### config.mk
export PLATFORM = sky130hd
export DESIGN_NAME = seq_decoder
export DESIGN_NICKNAME = d
export VERILOG_FILES = /design/src/rtl/seq_decoder.sv
export SDC_FILE = /design/constraint.sdc
export NUM_CORES = 1
export LEC_CHECK = 0
export CORE_UTILIZATION = 35
export DETAILED_ROUTE_END_ITERATION = 10
export PLACE_DENSITY = 0.6
export SKIP_CTS_REPAIR_TIMING = 1
export SLEW_MARGIN = 20
export SYNTH_ARGS = -nofsm -noshare
export SYNTH_HDL_FRONTEND = slang
export SYNTH_SLANG_ARGS = --single-unit
### constraint.sdc
create_clock -name clk -period 2.2 [get_ports clk]
set_input_delay 0.44 -clock clk [delete_from_list [all_inputs] [get_ports clk]]
set_output_delay 0.44 -clock clk [all_outputs]
set_load 0.05 [all_outputs]
### src/rtl/seq_decoder.sv
// Registered SEL_W-to-2^SEL_W one-hot decoder with pulse, hold and auto-scan modes.
// All outputs come straight from flops; polarity is selected by ACTIVE_LOW.
module seq_decoder #(
  parameter int SEL_W      = 3,
  parameter int SCAN_DIV   = 4,
  parameter int ACTIVE_LOW = 0
) (
  input  logic                  clk,
  input  logic                  rst,
  input  logic                  en,
  input  logic                  load,
  input  logic [SEL_W-1:0]      sel,
  input  logic                  hold_mode,
  input  logic                  scan_en,
  output logic [(2**SEL_W)-1:0] dout,
  output logic                  valid_out,
  output logic [SEL_W-1:0]      idx_out
);

  localparam int OUT_W = 2 ** SEL_W;
  localparam int CNT_W = (SCAN_DIV > 1) ? $clog2(SCAN_DIV) : 1;
  localparam logic [CNT_W-1:0] DIV_LAST = CNT_W'(SCAN_DIV - 1);
  localparam logic [OUT_W-1:0] INACTIVE = (ACTIVE_LOW != 0) ? {OUT_W{1'b1}} : {OUT_W{1'b0}};

  typedef enum logic [1:0] {
    S_IDLE  = 2'd0,
    S_PULSE = 2'd1,
    S_HOLD  = 2'd2,
    S_SCAN  = 2'd3
  } state_t;

  state_t             state_q, state_d;
  logic [SEL_W-1:0]   idx_q, idx_d;
  logic [CNT_W-1:0]   div_cnt_q, div_cnt_d;
  logic [OUT_W-1:0]   dout_q, dout_d;
  logic               valid_q, valid_d;
  logic [SEL_W-1:0]   idx_out_q, idx_out_d;
  logic [OUT_W-1:0]   onehot;

  always_ff @(posedge clk or posedge rst) begin
    if (rst) begin
      state_q   <= S_IDLE;
      idx_q     <= '0;
      div_cnt_q <= '0;
      dout_q    <= INACTIVE;
      valid_q   <= 1'b0;
      idx_out_q <= '0;
    end else begin
      state_q   <= state_d;
      idx_q     <= idx_d;
      div_cnt_q <= div_cnt_d;
      dout_q    <= dout_d;
      valid_q   <= valid_d;
      idx_out_q <= idx_out_d;
    end
  end

  // Priority: !en > scan_en > load; a PULSE state falls back to the IDLE rules.
  always_comb begin
    state_d   = state_q;
    idx_d     = idx_q;
    div_cnt_d = div_cnt_q;
    if (!en) begin
      state_d   = S_IDLE;
      idx_d     = '0;
      div_cnt_d = '0;
    end else if (scan_en) begin
      if (state_q != S_SCAN) begin
        state_d   = S_SCAN;
        idx_d     = '0;
        div_cnt_d = '0;
      end else if (div_cnt_q == DIV_LAST) begin
        div_cnt_d = '0;
        idx_d     = idx_q + 1'b1;
      end else begin
        div_cnt_d = div_cnt_q + 1'b1;
      end
    end else begin
      div_cnt_d = '0;
      case (state_q)
        S_HOLD: begin
          if (load) idx_d = sel;
        end
        S_SCAN: begin
          state_d = S_IDLE;
        end
        default: begin
          if (load) begin
            state_d = hold_mode ? S_HOLD : S_PULSE;
            idx_d   = sel;
          end else begin
            state_d = S_IDLE;
          end
        end
      endcase
    end
  end

  // Outputs are precomputed from the next state so the port flops carry them directly.
  always_comb begin
    valid_d   = (state_d != S_IDLE);
    idx_out_d = valid_d ? idx_d : '0;
    onehot    = '0;
    if (valid_d) onehot[idx_d] = 1'b1;
    dout_d    = onehot ^ INACTIVE;
  end

  assign dout      = dout_q;
  assign valid_out = valid_q;
  assign idx_out   = idx_out_q;

endmodule
==> impl_metrics.yaml, run 1 <==
run_status:
  status: "completed"
setup_path:
  cp_data_required_time_ps: 1760
  critPathMaxFanout: 1
  reg2reg_depth: 6
  critPathArrivalTime_ps: 1450
  r2r_slack_ps: 440
  r2r-end: "dout[1]$_DFF_PP0_"
  critPathBufInv: 1
  worstSetupPathType: "flip-flop to output pin"
  critPathTopFamily: "buffers and inverters"
  critPathSlowestCell: "clkdlybuf4s50_1"
  rr_startpoint: "idx_q[0]$_DFF_PP0_"
  cp-end-kind: "output pin"
  crit_cells: 1
  worstPathCellList: "clkdlybuf4s50_1"
  critPathLaunchType: "flip-flop"
  slowest_delay_ps: 800
drt:
  drt-initial-drc-count: 10
  wirelength_um: 1520
  viasPerCell: 4.83
  via_count: 613
  drt_pass1_iterations: 4
  ant_nets: 0
  drc: 0
  wl_per_cell_um: 11.9
clocking:
  h-tree-depth: 1
  cts_tree: "yes"
  insertion_delay_ps: 300
  root_buffer: "clkbuf_4"
  clockBufferDepth: 2
  path_clk_slew_ps: 100
  cts.sinks: 19
  numCtsBuffers: 3
timing:
  period_needed_ps: 1890
  finalSetupViolations: 0
  tightest_slew_ps: 697
  rsz0062_at_grt: "no"
  finClkSkew_ps: 1.71
  finalCritPeriodShare_pct: 85.9
  setup_tns_ps: 0
  timing.hold.ws_ps: 445
  hold_viol_final: 0
  fmax_ghz: 0.529
  relSlewSlack_pct: 53.5
  slew_viol_final: 0
  fin_ws_ps: 310
synth:
  yosysMostFrequentCell: "dfrtp_1"
  synth_area_leader_cell: "dfrtp_1"
  synth-async-reset-ratio_pct: 100
  synth_edf_count: 0
  yosys-top-cells-area: "dfrtp_1 56%, nor3_1 5.3%, nor2_1 4.0%"
  synth.yosys.seq_area_share_pct: 56.3
  synth_seq_cells: 19
  avgSynthCellArea_sq_um: 11.4
  syn_inst: 74
  ys.flop_type: "dfrtp_1"
  netlist_top_cells_count: "19 x dfrtp_1, 9 x nor2_1, 9 x nor3_1, 4 x inv_1, 3 x a21oi_1"
  syn_area_sq_um: 845
  synth_nets: 85
  ys_warn_count: 0
  yosysTopAreaCellShare_pct: 56.3
  yosys.cell_types.count: 28
global_route:
  grt_pass1_vias: 626
  grt_usage_pct: 15.6
  grt_pass1_wl_um: 2840
  antenna_found_initial: 0
  use_met2_pct: 24.1
  grt_max_degree: 20
  busiest_layer: "met2"
  use_met1_pct: 20.1
  overflow: 0
  grt_use_met3_pct: 3.57
floorplanning:
  core_sq_um: 2230
  initial_core_util_pct: 37.8
  die_x_um: 51.1
  ioPinCount: 21
  die_h_um: 51.1
  rows: 17
  die_area_sq_um: 2610
min_path:
  hold-path-cell-count: 1
  hold_class: "flip-flop to flip-flop"
  holdPathEnd: "div_cnt_q[0]$_DFF_PP0_"
  hp-start: "div_cnt_q[0]$_DFF_PP0_"
cells_and_area:
  area_growth_pct: 32.0
  final_nets: 111
  drive_gt1_share_pct: 13.1
  n_antenna_cell: 0
place:
  place_ws_ps: 40.3
  place.gp.congestion: 0.925
  dp_hpwl_um: 1160
  portBuffers: 20
power_and_ir_drop:
  ir_drop_mv: 0.381
  power.leakage_nw: 0.517
  powerDensity_nw_per_um2: 581
run:
  cap_violations: 0
[stage by stage]
stage	utilization [%]	area (sq um)	power, mW	instances
floorplan	-	845	0.439	74
global placement	48.7	1090	0.478	123
detailed placement	48.7	1090	0.478	123
CTS	49.9	1110	0.652	127
global route	49.9	1110	0.687	127
finish	49.9	1110	0.648	127
[kinds of logic (layout without fill, tap and decap cells)]
group / count (synthesis) / in the layout / share of synthesized area (%)
flip-flops: 19 / 19 / 56.3
XOR/XNOR: 1 / 1 / 1.04
buffers and inverters: 7 / 32 / 3.56
adder cells (fa/ha/maj): 2 / 2 / 2.96
multiplexers: 2 / 2 / 2.67
AO/OA/AOI/OAI: 13 / 13 / 13.8
AND/OR/NAND/NOR: 30 / 30 / 19.7
[routing by layer]
| metal | up-vias | share of wire, % |
|---|---|---|
| li1 | 304 | - |
| met1 | 283 | 47 |
| met2 | 21 | 46 |
| met3 | 5 | 4.5 |
| met4 | 0 | 2.4 |
| met5 | - | 0 |
[report_power, final]
part	switching (mW)	internal (mW)	leakage (nW)
Combinational	0.0607	0.0422	0.243
Sequential	0.00835	0.360	0.257
Clock	0.109	0.0678	0.0177
[cells in the final DEF, fill, tap and decap left out, drive strengths merged, types with 3 or more instances in the layout]
cell type / count
nor3: 9
a21oi: 3
clkbuf: 3
clkdlybuf4s50: 20
dfrtp: 19
nor2: 9
inv: 6
[flip-flops by register name, summed over array words and instances, names as in the netlist]
| name | count |
|---|---|
| idx_out | 3 |
| dout | 8 |
| valid_out | 1 |
| idx_q | 3 |
| state_q | 2 |
| div_cnt_q | 2 |
[final cells by class]
| type | instances | area (sq um) |
|---|---|---|
| clock buffer | 3 | 22.5 |
| clock inverter | 1 | 5.00 |
| fill | 217 | 1120 |
| inverter | 6 | 22.5 |
| multi-input combinational | 48 | 339 |
| sequential | 19 | 475 |
| tap | 28 | 35.0 |
| timing repair buffer | 22 | 215 |
[how the worst max path moves through the flow]
stage	from	end	slack [ps]
global route	scan_en	dout[1]$_DFF_PP0_	210
CTS	dout[3]$_DFF_PP0_	dout[3]	300
global placement	scan_en	dout[2]$_DFF_PP0_	110
floorplan	idx_q[0]$_DFF_PP0_	dout[1]$_DFF_PP0_	620
detailed placement	scan_en	dout[3]$_DFF_PP0_	40
finish	dout[3]$_DFF_PP0_	dout[3]	310
No activity file was read; power rests on OpenSTA's default activity.
==> run 2, diff against run 1 <==
--- a/config.mk
+++ b/config.mk
@@ -5,6 +5,7 @@
 export SDC_FILE = /design/constraint.sdc
 export NUM_CORES = 1
 export LEC_CHECK = 0
+export CORE_MARGIN = 3
 export CORE_UTILIZATION = 35
 export DETAILED_ROUTE_END_ITERATION = 10
 export PLACE_DENSITY = 0.6
==> run 2 against run 1 <==
Net effect: first-iteration DRC count grew 130%; critical path depth unchanged; via count is 2.9% higher; highest routed layer unchanged.
==> impl_metrics.yaml, run 2 (synthesis gave the netlist of run 1 again) <==
drt:
  via_count: 631
  viasPerCell: 4.93
  wl_per_cell_um: 12.8
  drt_pass1_iterations: 2
  drt-initial-drc-count: 23
  ant_nets: 0
  drc: 0
  wirelength_um: 1640
run:
  cap_violations: 0
global_route:
  overflow: 0
  grt_pass1_vias: 643
  grt_max_degree: 20
  antenna_found_initial: 0
  grt_pass1_wl_um: 2790
  grt_usage_pct: 12.8
floorplanning:
  ioPinCount: 21
  die_x_um: 55.1
  rows: 17
  die_h_um: 55.1
  die_area_sq_um: 3040
  initial_core_util_pct: 37.5
  core_sq_um: 2250
timing:
  slew_viol_final: 0
  tightest_slew_ps: 690
  period_needed_ps: 1890
  hold_viol_final: 0
  finClkSkew_ps: 1.91
  finalSetupViolations: 0
  fmax_ghz: 0.530
  rsz0062_at_grt: "no"
  setup_tns_ps: 0
  relSlewSlack_pct: 54.0
  finalCritPeriodShare_pct: 85.7
clocking:
  cts_tree: "yes"
  root_buffer: "clkbuf_4"
  insertion_delay_ps: 300
  path_clk_slew_ps: 110
  cts.sinks: 19
  h-tree-depth: 1
  numCtsBuffers: 3
  clockBufferDepth: 2
min_path:
  holdPathEnd: "div_cnt_q[0]$_DFF_PP0_"
  hp-start: "div_cnt_q[0]$_DFF_PP0_"
  hold-path-cell-count: 1
  hold_class: "flip-flop to flip-flop"
power_and_ir_drop:
  power.leakage_nw: 0.522
  ir_drop_mv: 0.286
  powerDensity_nw_per_um2: 582
setup_path:
  critPathMaxFanout: 1
  cp_data_required_time_ps: 1760
  slowest_delay_ps: 800
  critPathTopFamily: "buffers and inverters"
  worstSetupPathType: "flip-flop to output pin"
  rr_startpoint: "idx_q[0]$_DFF_PP0_"
  critPathArrivalTime_ps: 1450
  critPathLaunchType: "flip-flop"
  critPathBufInv: 1
  r2r-end: "dout[5]$_DFF_PP0_"
  reg2reg_depth: 6
  cp-end-kind: "output pin"
  critPathSlowestCell: "clkdlybuf4s50_1"
  r2r_slack_ps: 420
  worstPathCellList: "clkdlybuf4s50_1"
cells_and_area:
  largest_register_ffs: 8
  final_cell_mix: "20 x clkdlybuf4s50_1, 19 x dfrtp_1, 9 x nor2_1, 9 x nor3_1, 4 x inv_1"
  final_nets: 112
  n_antenna_cell: 0
  area_growth_pct: 32.9
  final_common_cell: "clkdlybuf4s50_1"
  drive_gt1_share_pct: 14.0
  fin_util_pct: 49.8
  fill_cells: 228
run_status:
  status: "completed"
place:
  dp_hpwl_um: 1280
  place.gp.congestion: 0.786
  portBuffers: 20
run 2: how the worst max path moves through the flow:
stage                              from                 to  cells after the start
floorplan            idx_q[0]$_DFF_PP0_  dout[1]$_DFF_PP0_                      6
global placement                   load  dout[2]$_DFF_PP0_                      6
detailed placement                 load  dout[3]$_DFF_PP0_                      6
CTS                 valid_out$_DFF_PP0_          valid_out                      1
global route                       load  dout[0]$_DFF_PP0_                      6
finish                dout[3]$_DFF_PP0_            dout[3]                      1
run 2: routing by layer:
layer	wire length [um]	vias up	GRT usage (%)
li1	-	307	-
met1	767	306	16.6
met2	792	15	20.1
met3	66	3	2.95
met4	12	0	6.07
met5	0	-	0
run 2: cell type report:
cell class / count / area (sq um) / area share, %
clock buffers: 3 / 22.5 / 2.01
clock inverters: 1 / 5.00 / 0.446
inverters: 6 / 22.5 / 2.01
multi-input cells: 48 / 339 / 30.2
flip-flops and latches: 19 / 475 / 42.4
well taps: 28 / 35.0 / 3.12
repair buffers: 23 / 223 / 19.8
run 2: metrics by stage:
stage               hold WS, ps  cells  cell area [sq um]  power, mW  setup slack, ps
global route                468    128               1120      0.678              234
detailed placement          442    124               1090      0.480             97.9
finish                      453    128               1120      0.653              314
CTS                         458    128               1120      0.660              305
global placement            433    124               1090      0.479              128
floorplan                   391     74                845      0.439              618
run 2: report_power, final:
part / internal, mW / switching (mW) / leakage (nW) / total (mW)
clock network: 0.0677 / 0.114 / 0.0177 / 0.181
logic: 0.0432 / 0.0606 / 0.247 / 0.104
registers: 0.360 / 0.00818 / 0.257 / 0.368
